## config.mk

```make
export PLATFORM = sky130hd
export DESIGN_NAME = reset_sequencer
export DESIGN_NICKNAME = d
export VERILOG_FILES = /design/src/rtl/reset_seq_pkg.sv /design/src/rtl/reset_sync.sv /design/src/rtl/reset_sequencer.sv
export SDC_FILE = /design/constraint.sdc
export NUM_CORES = 1
export LEC_CHECK = 0
export ABC_AREA = 1
export BUFFER_PORTS_ARGS = -buffer_cell sky130_fd_sc_hd__buf_2
export CAP_MARGIN = 0
export CORE_AREA = 4 4 54 56
export CTS_BUF_LIST = sky130_fd_sc_hd__clkbuf_4 sky130_fd_sc_hd__clkbuf_8 sky130_fd_sc_hd__clkbuf_16
export DETAILED_ROUTE_END_ITERATION = 16
export DIE_AREA = 0 0 58 60
export GPL_TIMING_DRIVEN = 0
export HOLD_SLACK_MARGIN = 0.06
export PLACE_DENSITY_LB_ADDON = 0.05
export SYNTH_ARGS = -nofsm -noshare
export SYNTH_HDL_FRONTEND = slang
export SYNTH_HIERARCHICAL = 1
export SYNTH_SLANG_ARGS = --single-unit
```

## constraint.sdc

```tcl
create_clock -name clk -period 1.8 [get_ports clk]
set_input_delay 0.36 -clock clk [delete_from_list [all_inputs] [get_ports clk]]
set_output_delay 0.36 -clock clk [all_outputs]
set_load 0.005 [all_outputs]
```

## src/rtl/reset_seq_pkg.sv

```systemverilog
// Shared definitions for the staged reset sequencer: FSM state width and encodings.
package reset_seq_pkg;

    localparam int STATE_W = 3;

    typedef enum logic [STATE_W-1:0] {
        ST_ASSERT    = 3'd0,
        ST_WAIT_LOCK = 3'd1,
        ST_HOLD      = 3'd2,
        ST_RELEASE   = 3'd3,
        ST_RUN       = 3'd4,
        ST_SWRST     = 3'd5
    } seq_state_e;

endpackage

```

## src/rtl/reset_sync.sv

```systemverilog
// Multi-flop synchroniser with asynchronous clear. Used both for reset-release
// synchronisation (D tied high) and for bringing pll_lock into the clk domain.
module reset_sync #(
    parameter int SYNC_STAGES = 2
) (
    input  logic clk,
    input  logic i_clr_n,
    input  logic i_d,
    output logic o_q
);

    logic [SYNC_STAGES-1:0] r_chain;

    // Shift chain; cleared immediately when i_clr_n falls, refilled one flop per edge.
    always_ff @(posedge clk or negedge i_clr_n) begin
        if (!i_clr_n) begin
            r_chain <= '0;
        end else begin
            r_chain <= {r_chain[SYNC_STAGES-2:0], i_d};
        end
    end

    assign o_q = r_chain[SYNC_STAGES-1];

endmodule

```

## src/rtl/reset_sequencer.sv

```systemverilog
// Staged reset sequencer: synchronises reset release, waits for a stable PLL
// lock, then releases the domain resets one by one in ascending order.
// A software request in RUN re-runs the sequence from the lock hold phase.
module reset_sequencer
    import reset_seq_pkg::*;
#(
    parameter int SYNC_STAGES = 2,
    parameter int HOLD_CYCLES = 16,
    parameter int STAGE_GAP   = 4,
    parameter int NUM_DOMAINS = 3,
    parameter int CNT_W       = 8
) (
    input  logic                   clk,
    input  logic                   resetb,
    input  logic                   pll_lock,
    input  logic                   sw_reset_req,
    output logic                   sw_reset_ack,
    output logic [NUM_DOMAINS-1:0] domain_resetb,
    output logic                   seq_done,
    output logic [STATE_W-1:0]     seq_state
);

    localparam logic [CNT_W-1:0]       HOLD_LAST = CNT_W'(HOLD_CYCLES - 1);
    localparam logic [CNT_W-1:0]       GAP_LAST  = CNT_W'(STAGE_GAP - 1);
    localparam logic [NUM_DOMAINS-1:0] DOM_ONE   = NUM_DOMAINS'(32'd1);

    logic                   w_rst_n_s;
    logic                   w_lock_s;

    seq_state_e             r_state;
    logic [CNT_W-1:0]       r_cnt;
    logic [NUM_DOMAINS-1:0] r_dom;
    logic                   r_done;
    logic                   r_ack;

    seq_state_e             w_state_nx;
    logic [CNT_W-1:0]       w_cnt_nx;
    logic [NUM_DOMAINS-1:0] w_dom_nx;
    logic                   w_done_nx;
    logic                   w_ack_nx;
    logic [NUM_DOMAINS-1:0] w_dom_shift;

    // Reset release is only seen by the FSM after SYNC_STAGES clean edges.
    reset_sync #(.SYNC_STAGES(SYNC_STAGES)) u_rst_sync (
        .clk     (clk),
        .i_clr_n (resetb),
        .i_d     (1'b1),
        .o_q     (w_rst_n_s)
    );

    // pll_lock is asynchronous to clk; resync before any decision uses it.
    reset_sync #(.SYNC_STAGES(SYNC_STAGES)) u_lock_sync (
        .clk     (clk),
        .i_clr_n (resetb),
        .i_d     (pll_lock),
        .o_q     (w_lock_s)
    );

    // Next released-domain pattern: one more bit set from the LSB upward.
    assign w_dom_shift = (r_dom << 1'b1) | DOM_ONE;

    // Next-state and next-output logic; lock loss always takes priority.
    always_comb begin
        w_state_nx = r_state;
        w_cnt_nx   = r_cnt;
        w_dom_nx   = r_dom;
        w_done_nx  = r_done;
        w_ack_nx   = 1'b0;
        case (r_state)
            ST_ASSERT: begin
                w_cnt_nx  = '0;
                w_dom_nx  = '0;
                w_done_nx = 1'b0;
                if (w_rst_n_s) begin
                    w_state_nx = ST_WAIT_LOCK;
                end else begin
                    w_state_nx = ST_ASSERT;
                end
            end
            ST_WAIT_LOCK: begin
                w_cnt_nx  = '0;
                w_dom_nx  = '0;
                w_done_nx = 1'b0;
                if (w_lock_s) begin
                    w_state_nx = ST_HOLD;
                end else begin
                    w_state_nx = ST_WAIT_LOCK;
                end
            end
            ST_HOLD: begin
                w_dom_nx  = '0;
                w_done_nx = 1'b0;
                if (!w_lock_s) begin
                    w_state_nx = ST_WAIT_LOCK;
                    w_cnt_nx   = '0;
                end else if (r_cnt == HOLD_LAST) begin
                    w_cnt_nx = '0;
                    w_dom_nx = w_dom_shift;
                    if (&w_dom_shift) begin
                        w_state_nx = ST_RUN;
                        w_done_nx  = 1'b1;
                    end else begin
                        w_state_nx = ST_RELEASE;
                    end
                end else begin
                    w_cnt_nx = r_cnt + CNT_W'(1'b1);
                end
            end
            ST_RELEASE: begin
                if (!w_lock_s) begin
                    w_state_nx = ST_WAIT_LOCK;
                    w_cnt_nx   = '0;
                    w_dom_nx   = '0;
                    w_done_nx  = 1'b0;
                end else if (r_cnt == GAP_LAST) begin
                    w_cnt_nx = '0;
                    w_dom_nx = w_dom_shift;
                    if (&w_dom_shift) begin
                        w_state_nx = ST_RUN;
                        w_done_nx  = 1'b1;
                    end else begin
                        w_state_nx = ST_RELEASE;
                    end
                end else begin
                    w_cnt_nx = r_cnt + CNT_W'(1'b1);
                end
            end
            ST_RUN: begin
                if (!w_lock_s) begin
                    w_state_nx = ST_WAIT_LOCK;
                    w_dom_nx   = '0;
                    w_done_nx  = 1'b0;
                end else if (sw_reset_req) begin
                    w_state_nx = ST_SWRST;
                    w_dom_nx   = '0;
                    w_done_nx  = 1'b0;
                    w_ack_nx   = 1'b1;
                end else begin
                    w_state_nx = ST_RUN;
                end
            end
            ST_SWRST: begin
                w_dom_nx  = '0;
                w_done_nx = 1'b0;
                w_cnt_nx  = '0;
                if (!w_lock_s) begin
                    w_state_nx = ST_WAIT_LOCK;
                end else if (sw_reset_req) begin
                    w_state_nx = ST_SWRST;
                end else begin
                    w_state_nx = ST_HOLD;
                end
            end
            default: begin
                w_state_nx = ST_ASSERT;
                w_cnt_nx   = '0;
                w_dom_nx   = '0;
                w_done_nx  = 1'b0;
            end
        endcase
    end

    // State, counter and all outputs are flops; resetb clears them asynchronously.
    always_ff @(posedge clk or negedge resetb) begin
        if (!resetb) begin
            r_state <= ST_ASSERT;
            r_cnt   <= '0;
            r_dom   <= '0;
            r_done  <= 1'b0;
            r_ack   <= 1'b0;
        end else begin
            r_state <= w_state_nx;
            r_cnt   <= w_cnt_nx;
            r_dom   <= w_dom_nx;
            r_done  <= w_done_nx;
            r_ack   <= w_ack_nx;
        end
    end

    assign domain_resetb = r_dom;
    assign seq_done      = r_done;
    assign sw_reset_ack  = r_ack;
    assign seq_state     = r_state;

endmodule

```

==> impl_metrics.env <==
export IMPL_status="completed"
export IMPL_grt_pass1_wl_um=4030
export IMPL_pin_count=12
export IMPL_cts_sinks=20
export IMPL_hpwl_um=1660
export IMPL_crit_path_max_incr_delay_ns=0.41
export IMPL_grt_pass1_vias=878
export IMPL_num_vias=976
export IMPL_grt_overflow=0
export IMPL_post_synth_inst_count=155
export IMPL_yosysUniqueCellTypes=21
export IMPL_synth_area_leaders="dfrtp_1, nand2_1, inv_1"
export IMPL_ys_seq_area_frac=0.433
export IMPL_p_per_area_mw_per_mm2=1070
export IMPL_tns_ns=0
export IMPL_gp_congestion=0.911
export IMPL_diodes=0
export IMPL_cp_start_kind="register"
export IMPL_synthToLayoutAreaGrowth_pct=13.4
export IMPL_wirelength_um=2230
export IMPL_vdd_drop_max_v=0.000627
export IMPL_syn_area_mm2=0.00116
export IMPL_cts_buffer_depth=2
export IMPL_synth_fp_nets=161
export IMPL_via_per_inst=4.86
export IMPL_leakagePower_nw=0.760
export IMPL_synth_top_area_share=0.433
export IMPL_cts_tree="yes"
export IMPL_maxCapViolCount=0
export IMPL_end_kind="register"
export IMPL_htreeDepth=1
export IMPL_setup_violations=0
export IMPL_yosysTopAreaCell="dfrtp_1"
export IMPL_min_period_over_period=0.782
export IMPL_dr_pass1_iters=4
export IMPL_clockRootBuffer="clkbuf_4"
export IMPL_drive_above_1_share=0.193
export IMPL_clkLatencyLatePin_ns=0.30
export IMPL_grt_max_degree=21
export IMPL_cp_arrival_ns=1.61
export IMPL_path_cells="ha_1 > nand2_1 > inv_1 > nand2_1 > o21ai_4 > nand2_4 > nand2_1 > o21ai_2"
export IMPL_synth_mux_area_frac=0
export IMPL_power_w=0.00140
export IMPL_antenna_found_initial=0
export IMPL_drtAntennaViolNets=0
export IMPL_hp_class="in -> reg"
export IMPL_final_min_clock_period_ns=1.41
export IMPL_yosys_warnings=6
export IMPL_path_max_fanout=5
export IMPL_hold_viol_final=0
export IMPL_synthSimpleGateAreaFrac=0.394
export IMPL_synth_xor_area_frac=0.0227
export IMPL_drv_slew=0
export IMPL_required_ns=2.00
export IMPL_port_buffers=11
export IMPL_coreArea_mm2=0.00243
export IMPL_initial_core_util=0.475
export IMPL_rows=18
export IMPL_cts_made_buffers=3
export IMPL_rsz0062_at_grt="false"
export IMPL_fp_dieW_um=58
export IMPL_drc=0
export IMPL_synth_compound_area_share=0.0476
export IMPL_dieArea_mm2=0.00348
export IMPL_slowest_stage="dfrtp_1"
export IMPL_grt_use_total=0.153
export IMPL_fp_dieH_um=60
export IMPL_cts_clk_slew_worst_paths_ns=0.12
export IMPL_path_common_cell="nand2_1"
export IMPL_wl_per_cell_um=11.1
export IMPL_avgSynthCellArea_um2=7.46
export IMPL_synth_top_family_by_area="simple AND/OR/NAND/NOR gates"
export IMPL_ys_seq_elements=20
export IMPL_fmax_mhz=711
export IMPL_holdWs_ns=0.152
export IMPL_cp_top_family="flip-flops"
export IMPL_nets=178
export IMPL_synthAdderAreaFrac=0.0216
export IMPL_fin_skew_ns=0.00433
export IMPL_crit_type="reg -> reg"
export IMPL_path_buf_inv=1
export IMPL_postCtsSetupBuffers=0
export IMPL_drt_iter0_drc=31
==> layer usage <==
layer	vias to the layer above	GRT usage	share of wire
met3	2	0.0432	0.044
met1	444	0.210	0.51
met2	17	0.229	0.44
met5	-	0	0
met4	0	0.0596	0.0085
li1	513	-	-
==> Yosys cell counts, drive strengths merged <==
| cell type | count |
|---|---|
| conb | 1 |
| nand3 | 14 |
| xor2 | 3 |
| nor3 | 6 |
| o21ai | 5 |
| nand4 | 3 |
| dfrtp | 20 |
| or2 | 1 |
| o211ai | 1 |
| inv | 24 |
| a22oi | 1 |
| nand2 | 52 |
| ha | 2 |
| nor2 | 22 |
==> sequential cells by signal, summed over array words and instances, names as in the netlist <==
signal	flops
sw_reset_ack	1
seq_done	1
u_lock_sync/r_chain	2
domain_resetb	3
u_rst_sync/r_chain	2
seq_state	3
r_cnt	8
==> repair_timing <==
action,4_1_cts,5_1_grt
endpoints found under the hold margin,20,0
hold buffers,1,0
resized for setup,0,0
==> logic make-up (layout without fill, tap and decap cells) <==
logic type / count (synthesis) / after routing
AND/OR/NAND/NOR: 98 / 98
buffers and inverters: 24 / 40
flip-flops: 20 / 20
AO/OA/AOI/OAI: 7 / 7
XOR/XNOR: 3 / 3
adder cells (fa/ha/maj): 2 / 2
other: 1 / 1
==> layout by cell type (no fill, tap or decap), drive strengths merged, types with 2 or more instances in the layout <==
cell and count:
o21ai 5, nand2 52, nand4 3, dfrtp 20, buf 11, nor2 22, nand3 14, xor2 3
ha 2, inv 24, nor3 6, clkbuf 3
==> final timing paths <==
kind / start / endpoint / slack, ns / depth (start not counted)
worst max-delay path: r_cnt[1]$_DFFE_PN0N_ / r_cnt[0]$_DFFE_PN0N_ / 0.39 / 8
worst min-delay path: pll_lock / u_lock_sync/r_chain[0]$_DFF_PN0_ / 0.15 / 1
worst max register to register: r_cnt[1]$_DFFE_PN0N_ / r_cnt[0]$_DFFE_PN0N_ / 0.39 / 8
worst min register to register: u_lock_sync/r_chain[0]$_DFF_PN0_ / u_lock_sync/r_chain[1]$_DFF_PN0_ / 0.36 / 0
max in group asynchronous: resetb / r_cnt[0]$_DFFE_PN0N_ / 0.95 / 2
min in group asynchronous: resetb / sw_reset_ack$_DFF_PN0_ / 0.52 / 2
==> layout make-up <==
class	instances	area, um2
repair buffers	12	65.1
well taps	30	37.5
fillers	245	1120
clock inverters	1	30.0
multi-input cells	111	566
clock buffers	3	22.5
flip-flops and latches	20	500
inverters	24	90.1
==> stage by stage <==
stage | setup slack (ns) | instance area [um2] | instances | util
2_1_floorplan | 0.563 | 1160 | 155 | -
3_3_place_gp | 0.400 | 1250 | 196 | 0.513
3_5_place_dp | 0.419 | 1250 | 196 | 0.513
4_1_cts | 0.383 | 1310 | 201 | 0.539
5_1_grt | 0.242 | 1310 | 201 | 0.539
6_report | 0.393 | 1310 | 201 | 0.539
==> worst register-to-register path: stages (launching register included) <==
cell     delay, ns
dfrtp_1       0.41
ha_1          0.19
nand2_1       0.08
inv_1         0.08
nand2_1       0.09
o21ai_4       0.22
nand2_4       0.11
nand2_1       0.09
o21ai_2       0.05
==> power by group <==
group / switching, W / total (W) / internal (W)
sequential: 0.0000748 / 0.000584 / 0.000509
combinational: 0.000290 / 0.000448 / 0.000158
clock: 0.000145 / 0.000370 / 0.000225
total: 0.000510 / 0.00140 / 0.000893
No activity file was read; power rests on OpenSTA's default activity.
